===== config.mk =====
export PLATFORM = sky130hd
export DESIGN_NAME = gb_apu_i2s_tx
export DESIGN_NICKNAME = d
export VERILOG_FILES = /design/src/rtl/gb_apu_pkg.sv /design/src/rtl/gb_i2s_clkdiv.sv /design/src/rtl/gb_apu_i2s_tx.sv
export SDC_FILE = /design/constraint.sdc
export NUM_CORES = 1
export LEC_CHECK = 0
export ABC_AREA = 1
export CAP_MARGIN = 5
export CORE_MARGIN = 3
export CORE_UTILIZATION = 50
export CTS_CLUSTER_DIAMETER = 30
export DETAILED_ROUTE_END_ITERATION = 8
export PLACE_DENSITY = 0.76
export SYNTH_ARGS = -nofsm -noshare
export SYNTH_HDL_FRONTEND = slang
export SYNTH_HIERARCHICAL = 1
export SYNTH_SLANG_ARGS = --single-unit

===== constraint.sdc =====
create_clock -name clk -period 1.42 [get_ports clk]
set_input_delay 0.355 -clock clk [delete_from_list [all_inputs] [get_ports clk]]
set_output_delay 0.355 -clock clk [all_outputs]
set_load 0.03 [all_outputs]

===== src/rtl/gb_apu_pkg.sv =====
// Shared APU types and constants: sample type and I2S frame geometry.
package gb_apu_pkg;

   typedef logic signed [15:0] apu_sample_t;

   localparam int I2S_FRAME_BITS = 32;
   localparam int I2S_CHAN_BITS  = 16;

endpackage


===== src/rtl/gb_i2s_clkdiv.sv =====
// I2S bit-clock generator: divides clk by 2*CLK_DIV into bclk_o and flags the
// clk cycle on which bclk_o is about to fall (fall_tick), which paces the serialiser.
// en_i low holds the divider in its reset state.
module gb_i2s_clkdiv #(
   parameter int CLK_DIV = 2
) (
   input  logic clk,
   input  logic reset_n,
   input  logic en_i,
   output logic bclk_o,
   output logic fall_tick
);

   localparam int CW = (CLK_DIV > 1) ? $clog2(CLK_DIV) : 1;
   localparam logic [CW-1:0] DIV_LAST = CW'(CLK_DIV - 1);

   logic [CW-1:0] div_cnt;
   logic          div_wrap;

   assign div_wrap  = (div_cnt == DIV_LAST);
   // A wrap while bclk is high is the 1->0 toggle everything else advances on.
   assign fall_tick = en_i & div_wrap & bclk_o;

   // Half-period counter; bclk toggles each time it wraps.
   always_ff @(posedge clk or negedge reset_n) begin
      if (!reset_n) begin
         div_cnt <= '0;
         bclk_o  <= 1'b0;
      end else if (!en_i) begin
         div_cnt <= '0;
         bclk_o  <= 1'b0;
      end else if (div_wrap) begin
         div_cnt <= '0;
         bclk_o  <= ~bclk_o;
      end else begin
         div_cnt <= div_cnt + 1'b1;
      end
   end

endmodule


===== src/rtl/gb_apu_i2s_tx.sv =====
// I2S stereo transmitter for the APU left/right mix.
// Both channels are latched together at the start of each 32-BCLK frame so every
// frame carries a coherent pair; data goes out MSB first on sdata_o.
// Build option: define GB_I2S_LEFT_JUSTIFIED_EN for left-justified framing
// (MSB coincident with the LRCK edge); default is standard I2S (one-BCLK delay).
module gb_apu_i2s_tx
   import gb_apu_pkg::*;
#(
   parameter int CLK_DIV = 2
) (
   input  logic                     clk,
   input  logic                     reset_n,
   input  logic                     en_i,
   input  logic [I2S_CHAN_BITS-1:0] left_i,
   input  logic [I2S_CHAN_BITS-1:0] right_i,
   output logic                     bclk_o,
   output logic                     lrck_o,
   output logic                     sdata_o,
   output logic                     frame_o
);

   localparam int BW = $clog2(I2S_FRAME_BITS);
   localparam logic [BW-1:0] BIT_LAST = BW'(I2S_FRAME_BITS - 1);

   logic                      fall_tick;
   logic [BW-1:0]             bit_cnt;
   logic [BW-1:0]             bit_nxt;
   logic                      frame_end;
   logic                      load_tick;
   logic [I2S_FRAME_BITS-1:0] load_word;
   logic [I2S_FRAME_BITS-1:0] sr;
   apu_sample_t               lat_l;
   apu_sample_t               lat_r;

   gb_i2s_clkdiv #(
      .CLK_DIV (CLK_DIV)
   ) u_clkdiv (
      .clk       (clk),
      .reset_n   (reset_n),
      .en_i      (en_i),
      .bclk_o    (bclk_o),
      .fall_tick (fall_tick)
   );

   assign bit_nxt   = bit_cnt + 1'b1;
   assign frame_end = (bit_cnt == BIT_LAST);

`ifdef GB_I2S_LEFT_JUSTIFIED_EN
   // Left-justified: load at the frame boundary straight from the inputs so the
   // MSB lines up with the LRCK edge.
   assign load_tick = fall_tick & frame_end;
   assign load_word = {left_i, right_i};
`else
   // Standard I2S: load one BCLK after the frame boundary from the latches,
   // which were captured on the previous tick.
   assign load_tick = fall_tick & (bit_cnt == '0);
   assign load_word = {lat_l, lat_r};
`endif

   assign sdata_o = sr[I2S_FRAME_BITS-1];

   // Frame position, word select, pair latches and frame pulse.
   always_ff @(posedge clk or negedge reset_n) begin
      if (!reset_n) begin
         bit_cnt <= BIT_LAST;
         lrck_o  <= 1'b1;
         lat_l   <= '0;
         lat_r   <= '0;
         frame_o <= 1'b0;
      end else if (!en_i) begin
         bit_cnt <= BIT_LAST;
         lrck_o  <= 1'b1;
         lat_l   <= '0;
         lat_r   <= '0;
         frame_o <= 1'b0;
      end else begin
         frame_o <= fall_tick & frame_end;
         if (fall_tick) begin
            bit_cnt <= bit_nxt;
            // Right half is bit_cnt 16..31, i.e. the top bit of the 5-bit count.
            lrck_o  <= bit_nxt[BW-1];
            if (frame_end) begin
               lat_l <= apu_sample_t'(left_i);
               lat_r <= apu_sample_t'(right_i);
            end
         end
      end
   end

   // Output shift register: parallel load once per frame, else shift left per BCLK.
   always_ff @(posedge clk or negedge reset_n) begin
      if (!reset_n) begin
         sr <= '0;
      end else if (!en_i) begin
         sr <= '0;
      end else if (load_tick) begin
         sr <= load_word;
      end else if (fall_tick) begin
         sr <= {sr[I2S_FRAME_BITS-2:0], 1'b0};
      end
   end

endmodule


==> run_results.csv, run 1 <==
group,metric,value,unit
final_layout,layout_commonest_cell,"nand2_1",
place,place_ws,-0.4192,ns
synthesis,synthCells,431,
critical_path,timing.rr.start,"bit_cnt[0]$_DFFE_PN1P_",
critical_path,path_max_fanout,7,
die,dieArea,7827,sq um
global_routing,use_met3,6.052,%
global_routing,antenna_found_initial,0,
die,die_w,88.47,um
synthesis,syn_area_per_cell,7.890,sq um
route,dr_total_vias,2984,
die,num_rows,29,
synthesis,yosysWarnings,6,
route,vias_per_cell,5.310,
global_routing,grt_pass1_vias,2866,
critical_path,r2r_setup_slack,-0.16,ns
cts,clock_path_buffers,2,
global_routing,grt_util_all_layers,21.78,%
synthesis,yosys.area.top_type_share,49.30,%
synthesis,synthDistinctLibCells,20,
timing,grt_setup_unrepaired,"yes",
critical_path,crit_required,1.70,ns
final_layout,fin_util,69.39,%
timing,fmax,631.5,MHz
outcome,status,"finished, violations left",
critical_path,critPathArrivalTime,1.86,ns
synthesis,syn-cell-area,3401,sq um
route,ant_nets,0,
timing,tightest_slew,0.3787,ns
synthesis,yosys-top-cells-area,"dfrtp_1, nand2_1, nand4_1",
die,io_pins,39,
timing,hold_violations,0,
min_path,hold_path.class,"in2async",
power_and_ir_drop,irDropWorstVdd,0.7779,mV
cts,path_clk_slew,0.08,ns
place,dp.cells,538,
timing,maxSlewViolCount,0,
critical_path,slowest_stage,"dfstp_2",
timing,finalSetupViolations,64,
global_routing,grt.busiest_layer,"met2",
cts,cts-htree-levels,3,
cts,cts_tree,"done",
final_layout,drive_gt1_share,18.35,%
global_routing,overflow,0,
critical_path,end_kind,"flip-flop",
power_and_ir_drop,p_leak,2.435,nW
final_layout,stdcell_count,562,
route,remaining_drc_errors,0,
critical_path,rr_endpoint,"lat_r[13]$_DFFE_PN0P_",
cts,cts_root_buf,"clkbuf_8",
timing,relSlewSlack,74.75,%
cts,holdBufCountCts,0,
final_layout,finish.net_count,518,
critical_path,critPathLaunchType,"flip-flop",
die,die_h,88.47,um
cts,numCtsBuffers,9,
synthesis,synth_top_cell_by_area,"dfrtp_1",
timing,skew,0.01035,ns
power_and_ir_drop,power_density,940.4,nW/um^2
critical_path,crit_chain,"ha_4 -> and3_4 -> ha_4 -> nand3_4 -> inv_8 -> clkbuf_16 -> nand2_1 -> nand2_1",
synthesis,ys_seq_area_share,53.16,%
route,first_pass_iters,4,
die,start_util,52.65,%
die,core-area,6459,sq um
synthesis,ys_seq_elements,72,
global_routing,use_met1,27.72,%
final_layout,most-common-layout-cells,"nand2_1, dfrtp_1, nand3_1",
cts,cts_sinks,72,
final_layout,diodes,0,
critical_path,worst_r2r_path_depth,8,
place,dp.final_hpwl,4.653,mm
place,globalplace.congestion,0.7759,
cts,clk_latency,0.35,ns
critical_path,critical_path_class,"reg2reg",
final_layout,areaGrowthSynthToFinish,31.79,%
route,drt_iter0_drc,264,
outcome,violations,"setup timing",
place,io_buffer_count,38,
timing,worst_slack,-0.1636,ns
run,drv_cap,0,
timing,period_minus_slack,1.584,ns
route,wirelength,8.179,mm
global_routing,met2_usage,36.30,%
final_layout,fillers,529,
critical_path,cpPeakStageDelay,0.57,ns
global_routing,grt_pass1_wl,13.22,mm
synthesis,syn-num-nets,469,
route,wire_per_inst,14.55,um
timing,finalCritPeriodShare,111.5,%
global_routing,grt_max_degree,73,
## metal layers
metal,vias to the layer above,wire length [um]
met1,1411,3618
met4,0,57
met2,84,4069
li1,1483,-
met3,6,434
met5,-,0
## critical path, delay by kind of cell, from the launching register on
family	cells	cell delay (ns)
simple gates	4	0.40
fa+ha+maj	2	0.28
buf+inv	2	0.28
flops	1	0.57
## state kept, by name, summed over array words and instances, names as in the netlist
register,flops
lat_r,16
lat_l,16
bit_cnt,5
u_clkdiv/bclk_o,1
frame_o,1
sr,32
u_clkdiv/div_cnt,1
## layout make-up
cell class / count / area (sq um) / area share (%)
multi-input combinational: 317 / 1500 / 33.47
sequential: 72 / 1808 / 40.34
inverter: 13 / 56.30 / 1.256
clock buffer: 9 / 123.9 / 2.764
timing repair buffer: 67 / 803.3 / 17.92
tap: 77 / 96.34 / 2.150
clock inverter: 7 / 93.84 / 2.094
## cell families after synthesis
group           count (synthesis)  share of synthesized area (%)
simple gates                  305                          37.97
flops                          72                          53.16
buf+inv                        42                          6.439
compound gates                  9                          1.324
fa+ha+maj                       3                          1.104
## synth_stat cells
| library cell | number |
|---|---|
| nor3_1 | 1 |
| buf_2 | 19 |
| nand4_1 | 31 |
| nand3_4 | 1 |
| dfstp_2 | 5 |
| buf_4 | 4 |
| o21ai_0 | 4 |
| a21oi_1 | 4 |
| nor2_1 | 4 |
| ha_1 | 3 |
| and3_1 | 1 |
| nand2_1 | 231 |
| clkbuf_1 | 3 |
| buf_6 | 3 |
| o21ai_1 | 1 |
| dfrtp_1 | 67 |
| nand3_1 | 35 |
| inv_2 | 5 |
| inv_1 | 8 |
| nor2_4 | 1 |
## how the worst max path moves through the flow
stage,slack [ns],start,cells past startpoint,to
3_3_place_gp,-0.36,en_i,11,sr[25]$_DFFE_PN0P_
6_report,-0.16,bit_cnt[0]$_DFFE_PN1P_,8,lat_r[13]$_DFFE_PN0P_
4_1_cts,-0.14,bit_cnt[0]$_DFFE_PN1P_,8,lat_l[5]$_DFFE_PN0P_
2_1_floorplan,-0.005,bit_cnt[0]$_DFFE_PN1P_,8,lat_l[0]$_DFFE_PN0P_
5_1_grt,-0.25,bit_cnt[1]$_DFFE_PN1P_,10,sr[28]$_DFFE_PN0P_
3_5_place_dp,-0.42,en_i,11,sr[25]$_DFFE_PN0P_
## per-stage QoR
stage / hold WS [ns] / setup TNS, ns / power (mW) / instance area (sq um)
floorplan: 0.05941 / -0.1440 / 2.238 / 3465
finish: 0.03583 / -7.552 / 4.215 / 4482
global placement: 0.4134 / -21.18 / 2.430 / 4030
global route: 0.05130 / -12.72 / 4.380 / 4482
CTS: 0.04144 / -6.555 / 4.213 / 4258
detailed placement: 0.4117 / -23.08 / 2.435 / 4030
## timing repair
| item | 4_1_cts | 5_1_grt |
|---|---|---|
| endpoints found under the hold margin | 0 | 0 |
| gates resized for setup | 7 | 36 |
| buffers inserted | 1 | 2 |
| gates cloned | 0 | 5 |
| pin swaps | 0 | 3 |
| endpoints found under the setup margin | 67 | 69 |
## report_power, final
group | switching (mW) | leakage (nW) | internal [mW]
registers | 0.0145 | 0.986 | 2.07
logic | 0.170 | 1.34 | 0.162
clock network | 0.806 | 0.106 | 0.989
Power figures use the tool's default switching activity.
==> inputs of run 2 (changes only) <==
- CORE_MARGIN: 3 -> 8
==> run 2 against run 1 <==
The run still ends with setup timing left. Register-to-register slack hardly changed. Utilization is 0.10 points lower. Clock power is 9% lower. Sequential share of layout area is 1.3 points lower. Routed wire length is 1.6% higher. Combinational power hardly changed. Non-clock buffer count is 2 higher. Via count is 2.6% higher. Final area is 3.3% higher. First-iteration DRC count is 38% lower. Clock-buffer cell count is 2 higher. Critical endpoint is now lat_l[8]$_DFFE_PN0P_. Highest routed layer unchanged.
==> run_results.csv, run 2 (synthesis results as in run 1) <==
group,metric,value,unit
critical_path,path_max_fanout,6,
final_layout,areaGrowthSynthToFinish,36.13,%
die,die_h,98.47,um
final_layout,fillers,501,
final_layout,most-common-layout-cells,"nand2_1, dfrtp_1, nand2_2",
place,io_buffer_count,38,
cts,clock_path_buffers,2,
critical_path,critPathArrivalTime,1.86,ns
final_layout,post-route-cell-area,4629,sq um
final_layout,finish.net_count,520,
global_routing,antenna_found_initial,0,
route,remaining_drc_errors,0,
route,first_pass_iters,4,
final_layout,reg.largest.list,"sr x32, lat_l x16, lat_r x16",
die,dieArea,9696,sq um
route,dr_total_vias,3062,
min_path,hold_path.class,"in2async",
run,drv_cap,0,
route,ant_nets,0,
global_routing,grt_pass1_wl,12.85,mm
die,start_util,50.90,%
cts,clk_latency,0.35,ns
final_layout,top_register,"sr",
timing,hold_violations,0,
place,dp.cells,544,
final_layout,seq_area,1808,sq um
final_layout,multi_input_area,1633,sq um
timing,worst_slack,-0.1547,ns
global_routing,grt_util_all_layers,16.24,%
route,drt_iter0_drc,165,
cts,holdBufCountCts,0,
final_layout,largest_reg_flops,32,
critical_path,crit_required,1.71,ns
timing,grt_setup_unrepaired,"yes",
route,vias_per_cell,5.400,
die,num_rows,30,
global_routing,grt_max_degree,73,
timing,relSlewSlack,74.56,%
power_and_ir_drop,p_leak,2.440,nW
cts,cts_root_buf,"clkbuf_8",
global_routing,grt_pass1_vias,2845,
final_layout,diodes,0,
timing,maxSlewViolCount,0,
cts,cts_sinks,72,
final_layout,drive_gt1_share,26.49,%
power_and_ir_drop,power_density,874.2,nW/um^2
cts,cts-htree-levels,3,
critical_path,critPathLaunchType,"flip-flop",
global_routing,overflow,0,
route,wirelength,8.308,mm
critical_path,end_kind,"flip-flop",
outcome,status,"finished, violations left",
route,wire_per_inst,14.65,um
cts,path_clk_slew,0.07,ns
outcome,violations,"setup timing",
timing,period_minus_slack,1.575,ns
die,core-area,6681,sq um
place,place_area,4056,sq um
place,dp.final_hpwl,4.810,mm
final_layout,layout_commonest_cell,"nand2_1",
timing,finalCritPeriodShare,110.9,%
critical_path,critical_path_class,"reg2reg",
place,globalplace.congestion,0.7667,
power_and_ir_drop,irDropWorstVdd,0.7084,mV
timing,skew,0.006137,ns
cts,numCtsBuffers,9,
die,io_pins,39,
timing,fmax,635.0,MHz
timing,tightest_slew,0.3816,ns
timing,finalSetupViolations,65,
cts,cts_tree,"done",
final_layout,stdcell_count,567,
die,die_w,98.47,um
==> run 2: changes by cell type in the layout (fill, tap and decap cells not counted), sizes merged <==
| cell | before | now |
|---|---|---|
| clkbuf | 13 | 15 |
| clkinv | 2 | 3 |
| clkdlybuf4s50 | 33 | 32 |
| buf | 29 | 31 |
| dlymetal6s2s | 0 | 1 |
| clkinvlp | 2 | 1 |
| bufinv | 2 | 1 |
| inv | 14 | 13 |
==> run 2: worst paths after layout <==
path	startpoint	to	slack, ns	depth (start not counted)
min reg2reg	sr[19]$_DFFE_PN0P_	sr[19]$_DFFE_PN0P_	0.48	2
max reg2reg	bit_cnt[0]$_DFFE_PN1P_	lat_l[8]$_DFFE_PN0P_	-0.15	8
max in group asynchronous	reset_n	bit_cnt[0]$_DFFE_PN1P_	1.06	2
max	bit_cnt[0]$_DFFE_PN1P_	lat_l[8]$_DFFE_PN0P_	-0.15	8
min	reset_n	u_clkdiv/bclk_o$_DFFE_PN0P_	0.02	2
min in group clk	sr[19]$_DFFE_PN0P_	sr[19]$_DFFE_PN0P_	0.48	2
==> run 2: per-layer routing <==
layer	GRT usage [%]	vias up	share of wire (%)
met1	19.35	1477	42
met5	0	-	0
li1	-	1489	-
met3	5.567	10	5.9
met4	6.139	0	1.4
met2	26.48	86	51
==> run 2: repair_timing <==
item                                    in CTS  in global routing
cloned                                       1                  5
pin swaps                                    0                 32
setup buffers                                1                  1
endpoints found under the setup margin      68                 68
gates resized for setup                      8                 84
==> run 2: where the power goes <==
part	switching [mW]	internal, mW
logic	0.169	0.164
clock network	0.769	0.857
registers	0.0142	2.07
total	0.952	3.09
==> run 2: stage by stage <==
stage	TNS [ns]	hold slack (ns)	power, mW	utilization (%)	worst slack (ns)
after global routing	-11.47	0.04485	4.193	69.29	-0.2230
after CTS	-6.728	0.02987	4.062	64.27	-0.1321
after floorplan	-0.1440	0.05941	2.238	-	-0.005170
final	-6.827	0.02102	4.047	69.29	-0.1547
after detailed placement	-25.11	0.4131	2.443	60.71	-0.4724
after global placement	-22.93	0.4091	2.436	60.71	-0.4122
==> run 2: final cells by class <==
type,instances,share of cell area (%)
sequential,72,39.05
multi-input combinational,317,35.27
clock buffer,11,3.054
clock inverter,5,1.216
inverter,13,1.270
tap,80,2.162
timing repair buffer,69,17.97
==> run 2: worst max-delay path: stages, from the launching register on <==
cell and delay [ns]:
dfstp_2 0.57, ha_4 0.14, and3_4 0.19, ha_4 0.15
nand3_4 0.09, inv_8 0.13, clkbuf_16 0.16, nand2_1 0.05
nand2_1 0.05
==> inputs of run 3 (changes only) <==
- MAX_ROUTING_LAYER: default -> met4
==> run 3 against run 2 <==
Critical path type unchanged. Non-clock buffer count stayed put. The run still ends with setup timing left. Critical endpoint unchanged. Via count shrank 0.62%. Register-to-register slack about the same. Cell count did not move. Flip-flop and latch count unchanged. Global-route usage is 0.46 points higher. Final area decreased by 0.11%. First-iteration DRC count up 3.0%. Sequential power is essentially flat. Clock skew barely moved. Clock-buffer cell count did not move. Clock power about the same.
==> run_results.csv, run 3 (synthesis results as in run 1) <==
group,metric,value,unit
final_layout,top_register,"sr",
timing,finalCritPeriodShare,110.7,%
place,dp.final_hpwl,4.810,mm
place,place_ws,-0.4724,ns
route,drt_iter0_drc,170,
final_layout,reg.largest.list,"sr x32, lat_l x16, lat_r x16",
timing,relSlewSlack,74.89,%
global_routing,grt_pass1_wl,12.85,mm
global_routing,antenna_found_initial,0,
critical_path,critPathArrivalTime,1.86,ns
route,remaining_drc_errors,0,
timing,tightest_slew,0.3766,ns
final_layout,drive_gt1_share,26.08,%
critical_path,path_max_fanout,6,
route,wire_per_inst,14.80,um
critical_path,crit_chain,"ha_4 -> and3_4 -> ha_4 -> nand3_4 -> inv_8 -> clkbuf_16 -> nand2_1 -> nand2_1",
cts,cts-htree-levels,3,
timing,grt_setup_unrepaired,"yes",
critical_path,crit_required,1.71,ns
timing,fmax,636.2,MHz
cts,path_clk_slew,0.07,ns
die,core-area,6681,sq um
critical_path,end_kind,"flip-flop",
run,drv_cap,0,
global_routing,grt_pass1_vias,2845,
final_layout,diodes,0,
cts,cts_tree,"done",
critical_path,rr_endpoint,"lat_l[8]$_DFFE_PN0P_",
cts,cts_root_buf,"clkbuf_8",
final_layout,most-common-layout-cells,"nand2_1, dfrtp_1, nand2_2",
min_path,hold_path.class,"in2async",
critical_path,worst_r2r_path_depth,8,
critical_path,path_buf_inv,2,
timing,worst_slack,-0.1520,ns
timing,maxSlewViolCount,0,
final_layout,areaGrowthSynthToFinish,35.98,%
die,start_util,50.90,%
die,io_pins,39,
cts,holdBufCountCts,0,
route,vias_per_cell,5.367,
critical_path,cp_top_family,"flip-flops",
power_and_ir_drop,irDropWorstVdd,0.7086,mV
final_layout,finish.net_count,520,
critical_path,timing.rr.start,"bit_cnt[0]$_DFFE_PN1P_",
cts,cts_sinks,72,
cts,clock_path_buffers,2,
critical_path,cpPeakStageDelay,0.57,ns
final_layout,largest_reg_flops,32,
route,first_pass_iters,4,
route,wirelength,8.389,mm
cts,clk_latency,0.35,ns
final_layout,layout_commonest_cell,"nand2_1",
power_and_ir_drop,p_total,4.047,mW
critical_path,critPathLaunchType,"flip-flop",
outcome,status,"finished, violations left",
timing,skew,0.006423,ns
die,die_w,98.47,um
cts,numCtsBuffers,9,
critical_path,slowest_stage,"dfstp_2",
route,ant_nets,0,
die,num_rows,30,
route,dr_total_vias,3043,
place,io_buffer_count,38,
critical_path,r2r_setup_slack,-0.15,ns
place,globalplace.congestion,0.7769,
timing,period_minus_slack,1.572,ns
timing,finalSetupViolations,65,
die,dieArea,9696,sq um
global_routing,overflow,0,
outcome,violations,"setup timing",
global_routing,grt_util_all_layers,16.70,%
final_layout,fin_util,69.21,%
die,die_h,98.47,um
power_and_ir_drop,power_density,875.2,nW/um^2
global_routing,grt_max_degree,73,
power_and_ir_drop,p_leak,2.439,nW
critical_path,critical_path_class,"reg2reg",
timing,hold_violations,0,
-- run 3: cell counts in the layout (fill, tap and decap cells not counted) --
No cell type changed its count.
-- run 3: layout make-up --
class | count | area [sq um]
Clock buffer | 11 | 141.4
Inverter | 13 | 58.81
Multi-Input combinational cell | 317 | 1628
Tap cell | 80 | 100.1
Sequential cell | 72 | 1808
Fill cell | 501 | 2057
Timing Repair Buffer | 69 | 832.0
Clock inverter | 5 | 56.30
-- run 3: how the worst max path moves through the flow --
stage                       endpoint  cells past startpoint  slack [ns]                   start
2_1_floorplan   lat_l[0]$_DFFE_PN0P_                      8      -0.005  bit_cnt[0]$_DFFE_PN1P_
3_3_place_gp      sr[13]$_DFFE_PN0P_                     11       -0.41                    en_i
3_5_place_dp       sr[9]$_DFFE_PN0P_                     11       -0.47                    en_i
4_1_cts         lat_r[8]$_DFFE_PN0P_                      8       -0.13  bit_cnt[0]$_DFFE_PN1P_
5_1_grt        lat_r[10]$_DFFE_PN0P_                      8       -0.22  bit_cnt[0]$_DFFE_PN1P_
6_report        lat_l[8]$_DFFE_PN0P_                      8       -0.15  bit_cnt[0]$_DFFE_PN1P_
-- run 3: layer usage --
| layer | GRT usage [%] | share of wire [%] | up-vias |
|---|---|---|---|
| met5 | - | 0 | - |
| met4 | 6.139 | 1.2 | 0 |
| met3 | 5.285 | 5.5 | 10 |
| met2 | 26.48 | 51 | 76 |
| met1 | 19.53 | 42 | 1474 |
| li1 | - | - | 1483 |
-- run 3: where the power goes --
part	leakage, nW	total (mW)	internal (mW)	switching [mW]
sequential	0.986	2.09	2.07	0.0143
clock	0.0993	1.63	0.857	0.769
combinational	1.35	0.334	0.164	0.170
-- run 3: worst reg2reg max path, delay by kind of cell (launching register included) --
kind / cells / cell delay (ns)
adders and majority gates: 2 / 0.29
and+or+nand+nor: 4 / 0.38
DFF: 1 / 0.57
buffers and inverters: 2 / 0.29
-- run 3: timing repair --
item,in CTS,in global routing
setup buffers,1,1
resized for setup,8,82
setup endpoints to repair,68,68
pin swaps,0,32
gates cloned,1,5
-- run 3: stage by stage --
step	cells	hold slack, ns	TNS [ns]	instance area [sq um]
final	567	0.03306	-6.898	4624
after global routing	567	0.04486	-11.46	4624
after CTS	562	0.02987	-6.728	4294
after detailed placement	544	0.4131	-25.11	4056
after global placement	544	0.4091	-22.93	4056
after floorplan	431	0.05941	-0.1440	3465
